File: config.mk
export PLATFORM = sky130hd
export DESIGN_NAME = stopwatch_ctrl
export DESIGN_NICKNAME = d
export VERILOG_FILES = /design/src/rtl/stopwatch_pkg.sv /design/src/rtl/bcd2_counter.sv /design/src/rtl/stopwatch_ctrl.sv
export SDC_FILE = /design/constraint.sdc
export NUM_CORES = 1
export LEC_CHECK = 0
export BUFFER_PORTS_ARGS = -buffer_cell sky130_fd_sc_hd__buf_2
export CAP_MARGIN = 0
export CORE_MARGIN = 5
export CORE_UTILIZATION = 45
export CTS_CLUSTER_DIAMETER = 40
export DETAILED_ROUTE_END_ITERATION = 10
export GPL_TIMING_DRIVEN = 0
export PLACE_DENSITY = 0.65
export SYNTH_ARGS = -nofsm -noshare
export SYNTH_HDL_FRONTEND = slang
export SYNTH_SLANG_ARGS = --single-unit
File: constraint.sdc
create_clock -name clk -period 2.43 [get_ports clk]
set_input_delay 0.3645 -clock clk [delete_from_list [all_inputs] [get_ports clk]]
set_output_delay 0.3645 -clock clk [all_outputs]
set_load 0.02 [all_outputs]
File: src/rtl/stopwatch_pkg.sv
// Shared types and constants for the MM:SS stopwatch controller.
package stopwatch_pkg;

    localparam int unsigned DIGIT_W = 4;
    localparam logic [DIGIT_W-1:0] BCD_MAX_DIGIT = 4'd9;

    localparam int unsigned SEC_MAX_DEF = 59;
    localparam int unsigned MIN_MAX_DEF = 99;

    typedef enum logic [1:0] {
        RUN   = 2'd0,
        PAUSE = 2'd1,
        ADJ   = 2'd2
    } state_t;

    function automatic logic [DIGIT_W-1:0] bcd_tens(input int unsigned v);
        return DIGIT_W'(v / 10);
    endfunction

    function automatic logic [DIGIT_W-1:0] bcd_ones(input int unsigned v);
        return DIGIT_W'(v % 10);
    endfunction

endpackage

File: src/rtl/bcd2_counter.sv
// Two-digit BCD counter that wraps from MAX to 00; wrap flags the increment that wraps.
module bcd2_counter
    import stopwatch_pkg::*;
#(
    parameter int unsigned MAX = SEC_MAX_DEF
) (
    input  logic               clk,
    input  logic               rst,
    input  logic               clr,
    input  logic               inc,
    output logic [DIGIT_W-1:0] tens,
    output logic [DIGIT_W-1:0] ones,
    output logic               wrap
);

    localparam logic [DIGIT_W-1:0] MAX_TENS = bcd_tens(MAX);
    localparam logic [DIGIT_W-1:0] MAX_ONES = bcd_ones(MAX);

    logic [DIGIT_W-1:0] r_tens;
    logic [DIGIT_W-1:0] r_ones;
    logic               w_at_max;

    assign w_at_max = (r_tens == MAX_TENS) && (r_ones == MAX_ONES);
    assign wrap     = inc && w_at_max;
    assign tens     = r_tens;
    assign ones     = r_ones;

    // NOTE: sequential state uses <= so every register samples pre-edge values.
    always_ff @(posedge clk or posedge rst) begin
        if (rst) begin
            r_tens <= '0;
            r_ones <= '0;
        end else if (clr || (inc && w_at_max)) begin
            r_tens <= '0;
            r_ones <= '0;
        end else if (inc) begin
            if (r_ones == BCD_MAX_DIGIT) begin
                r_ones <= '0;
                r_tens <= r_tens + 1'b1;
            end else begin
                r_ones <= r_ones + 1'b1;
            end
        end
    end

endmodule

File: src/rtl/stopwatch_ctrl.sv
// Stopwatch mode FSM (RUN/PAUSE/ADJ) driving the seconds and minutes BCD counters.
module stopwatch_ctrl
    import stopwatch_pkg::*;
#(
    parameter int unsigned MIN_MAX = MIN_MAX_DEF,
    parameter int unsigned SEC_MAX = SEC_MAX_DEF
) (
    input  logic               clk,
    input  logic               rst,
    input  logic               tick_1hz,
    input  logic               tick_adj,
    input  logic               pause_p,
    input  logic               clr_p,
    input  logic               adj_sw,
    input  logic               sel_sw,
    output logic [DIGIT_W-1:0] min_tens,
    output logic [DIGIT_W-1:0] min_ones,
    output logic [DIGIT_W-1:0] sec_tens,
    output logic [DIGIT_W-1:0] sec_ones,
    output logic               adj_out,
    output logic               sel_out,
    output logic               running
);

    state_t r_state;
    state_t w_next_state;
    logic   r_resume_run;
    logic   r_adj;
    logic   r_running;
    logic   r_sel;
    logic   w_sec_inc;
    logic   w_min_inc;
    logic   w_sec_wrap;
    logic   w_min_wrap_unused;

    // Flags are registered from the next state so they track r_state exactly.
    always_ff @(posedge clk or posedge rst) begin
        if (rst) begin
            r_state      <= PAUSE;
            r_resume_run <= 1'b0;
            r_adj        <= 1'b0;
            r_running    <= 1'b0;
            r_sel        <= 1'b0;
        end else begin
            r_state   <= w_next_state;
            r_adj     <= (w_next_state == ADJ);
            r_running <= (w_next_state == RUN);
            r_sel     <= sel_sw;
            if (r_state != ADJ && adj_sw) begin
                r_resume_run <= (r_state == RUN);
            end
        end
    end

    // NOTE: every comb output gets a default first so no latch is inferred.
    always_comb begin
        w_next_state = r_state;
        unique case (r_state)
            RUN:     if (adj_sw) w_next_state = ADJ;
                     else if (pause_p) w_next_state = PAUSE;
            PAUSE:   if (adj_sw) w_next_state = ADJ;
                     else if (pause_p) w_next_state = RUN;
            ADJ:     if (!adj_sw) w_next_state = r_resume_run ? RUN : PAUSE;
            default: w_next_state = PAUSE;
        endcase
    end

    // Increments follow the pre-transition state.
    always_comb begin
        w_sec_inc = 1'b0;
        w_min_inc = 1'b0;
        if (r_state == RUN) begin
            w_sec_inc = tick_1hz;
            w_min_inc = tick_1hz && w_sec_wrap;
        end else if (r_state == ADJ) begin
            w_sec_inc = tick_adj && sel_sw;
            w_min_inc = tick_adj && !sel_sw;
        end
    end

    bcd2_counter #(.MAX(SEC_MAX)) u_sec (
        .clk  (clk),
        .rst  (rst),
        .clr  (clr_p),
        .inc  (w_sec_inc),
        .tens (sec_tens),
        .ones (sec_ones),
        .wrap (w_sec_wrap)
    );

    bcd2_counter #(.MAX(MIN_MAX)) u_min (
        .clk  (clk),
        .rst  (rst),
        .clr  (clr_p),
        .inc  (w_min_inc),
        .tens (min_tens),
        .ones (min_ones),
        .wrap (w_min_wrap_unused)
    );

    assign adj_out = r_adj;
    assign running = r_running;
    assign sel_out = r_sel;

endmodule
==> flow_summary.json <==
{
  "status": "finished clean",
  "ant_nets": 0,
  "start_util_pct": 46.64,
  "skew_ns": 0.002841,
  "synth_area_sq_um": 1275,
  "r2r-end": "u_sec.tens[1]",
  "firstDrtPassIters": 4,
  "grt_pass1_vias": 1029,
  "post-dp-hpwl_mm": 1.994,
  "grt.overflow.total": 0,
  "yosysWarningCount": 0,
  "critical_path_class": "register to register",
  "clock_sinks": 22,
  "worstPathMaxFanout": 6,
  "worst_slew_pin_slew_ns": 0.8304,
  "setup_slack_ns": 0.4055,
  "fp.dieH_um": 63.23,
  "fmax_ghz": 0.4940,
  "syn_nets": 144,
  "synth_seq_cells": 22,
  "seq_area_frac_synth_pct": 43.28,
  "area_growth_pct": 17.37,
  "drv_slew": 0,
  "hold_class": "input pin to asynchronous set/reset pin",
  "drt_wl_total_mm": 2.678,
  "most-common-layout-cells": "26 x buf_2, 21 x dfrtp_1, 15 x nor2_1",
  "clockBufferDepth": 2,
  "pre_cts_ws_ns": 0.4633,
  "post_cts_buffers": 0,
  "synthDistinctLibCells": 39,
  "diodes": 0,
  "rsz0062_at_grt": "no",
  "ir_worst_vdd_mv": 0.4180,
  "cts.clk_slew.worst_paths_ns": 0.12,
  "gp_congestion": 0.7976,
  "grt_pass1_wl_mm": 4.719,
  "setup.worst_path.end_class": "register",
  "cts_tree": "done",
  "gr-usage-all-layers_pct": 14.43,
  "port-buffer-count": 26,
  "r2r_slack_ns": 0.41,
  "vias": 1093,
  "ios": 27,
  "relSlewSlack_pct": 44.58,
  "routedWlPerCell_um": 14.17,
  "worstPathArrival_ns": 2.24,
  "root_buffer": "clkbuf_4",
  "setup_tns_ns": 0,
  "setup_viol": 0,
  "fill_cells": 261,
  "antenna_found_initial": 0,
  "die_area_sq_um": 3998,
  "power.leakage_nw": 0.7612,
  "h-tree-depth": 1,
  "powerDensity_nw_per_um2": 658.7,
  "drive_gt1_share_pct": 24.05,
  "syn_area_per_cell_sq_um": 9.961,
  "maxCapViolCount": 0,
  "netlist_instances": 128,
  "drt_drc_violations_left": 0,
  "post-route-period-util_pct": 83.31,
  "cp.required_ns": 2.64,
  "r2r_cells": 6,
  "layout_commonest_cell": "buf_2",
  "core_sq_um": 2734,
  "insertion_delay_ns": 0.31,
  "rows": 19,
  "seq_area_sq_um": 551.8,
  "first_iter_violations": 40,
  "numCtsBuffers": 3,
  "grt_max_degree": 23,
  "die_w_um": 63.23,
  "finalCriticalPeriod_ns": 2.024,
  "r2r_start": "u_sec.ones[1]",
  "hold_viol_final": 0,
  "nets": 175,
  "cts_hold_buf": 0,
  "cp-start-kind": "register",
  "ctsResizeCount": 0,
  "multi_input_area_sq_um": 678.2,
  "viasPerCell": 5.783
}
-- critical path, stage by stage (launching register included) --
cell and delay, ns:
dfrtp_1 0.43, inv_1 0.07, ha_1 0.23, nand2_1 0.09
o21ai_0 0.56, o21ai_0 0.26, a22o_1 0.28
-- state kept, by name, indices dropped and copies added (netlist names) --
signal	cells
u_sec.ones	4
sel_out	1
adj_out	1
r_state	2
u_sec.tens	4
u_min.tens	4
u_min.ones	4
r_resume_run	1
running	1
-- where the power goes --
part	total, mW	internal (mW)	switching (mW)
clock	0.279	0.167	0.112
combinational	0.251	0.0911	0.159
sequential	0.456	0.411	0.0453
-- layout make-up --
class                   instances  area share [%]
multi-input cells              94           45.32
flip-flops and latches         22           36.87
repair buffers                 26           8.696
well taps                      31           2.592
inverters                      10           2.508
clock inverters                 1           2.007
clock buffers                   3           1.505
plain buffers                   2          0.5017
-- logic make-up (layout without fill, tap and decap cells) --
logic type | count (synthesis) | after routing | synth area share, %
AO/OA/AOI/OAI | 36 | 36 | 21.59
adder cells (fa/ha/maj) | 8 | 8 | 7.851
buffers and inverters | 12 | 42 | 3.533
flip-flops | 22 | 22 | 43.28
multiplexers | 4 | 4 | 3.337
AND/OR/NAND/NOR | 46 | 46 | 20.41
-- routing by layer --
metal  GRT usage (%)  up-vias  wire (um)  share of wire [%]
li1                -      534          -                  -
met1           18.42      532       1249                 47
met2           23.59       23       1254                 47
met3           4.440        4        143                5.3
met4           3.896        0         30                1.1
met5               0        -          0                  0
-- per-stage QoR --
step	std cells	hold slack [ns]	power [mW]	utilization, %	instance area, sq um
CTS	189	0.1956	1.002	54.74	1496
detailed placement	185	0.5440	0.7170	52.81	1444
finish	189	0.1946	0.9858	54.74	1496
global placement	185	0.5118	0.7093	52.81	1444
global route	189	0.1913	1.054	54.74	1496
floorplan	128	0.3530	0.6369	-	1275
-- synth_stat cells --
master / number / share of area, %
nand4b_1: 1 / 0.69
a21o_1: 2 / 1.2
and3b_1: 1 / 0.69
or4_1: 1 / 0.59
nand4b_4: 1 / 1.9
nand2_1: 11 / 3.2
a21boi_0: 2 / 1.2
o32ai_2: 1 / 1.3
nand3b_1: 1 / 0.59
o311ai_0: 2 / 1.4
o21ai_0: 6 / 2.4
or3_1: 2 / 0.98
o31ai_1: 1 / 0.59
a32o_1: 1 / 0.79
clkbuf_1: 2 / 0.59
nand2b_4: 2 / 2.2
or4b_1: 1 / 0.79
nor3_1: 1 / 0.39
nor4_1: 1 / 0.49
ha_1: 8 / 7.9
nand3_1: 6 / 2.4
o41ai_1: 2 / 1.4
a41o_1: 1 / 0.79
nand4_1: 1 / 0.49
o32ai_1: 1 / 0.69
and4_1: 1 / 0.69
inv_1: 10 / 2.9
dfrtp_1: 21 / 41
mux2i_1: 2 / 1.6
o21ai_1: 1 / 0.39
o211ai_1: 2 / 1.2
o32a_4: 1 / 1.8
nor2_1: 15 / 4.4
mux2_2: 2 / 1.8
a22o_1: 3 / 2.1
dfstp_2: 1 / 2.1
o211a_1: 1 / 0.79
a31oi_1: 3 / 1.5
a21oi_1: 6 / 2.4
-- worst max-delay path by stage --
stage / slack [ns] / endpoint / startpoint
after global routing: 0.28 / u_min.tens[1] / u_sec.ones[1]
after floorplan: 0.48 / u_min.ones[2] / u_sec.ones[0]
after global placement: 0.52 / u_min.ones[2] / u_sec.ones[1]
final: 0.41 / u_sec.tens[1] / u_sec.ones[1]
after CTS: 0.44 / u_min.tens[1] / u_sec.ones[1]
after detailed placement: 0.46 / u_min.tens[1] / u_sec.ones[1]
Power figures use the tool's default switching activity.
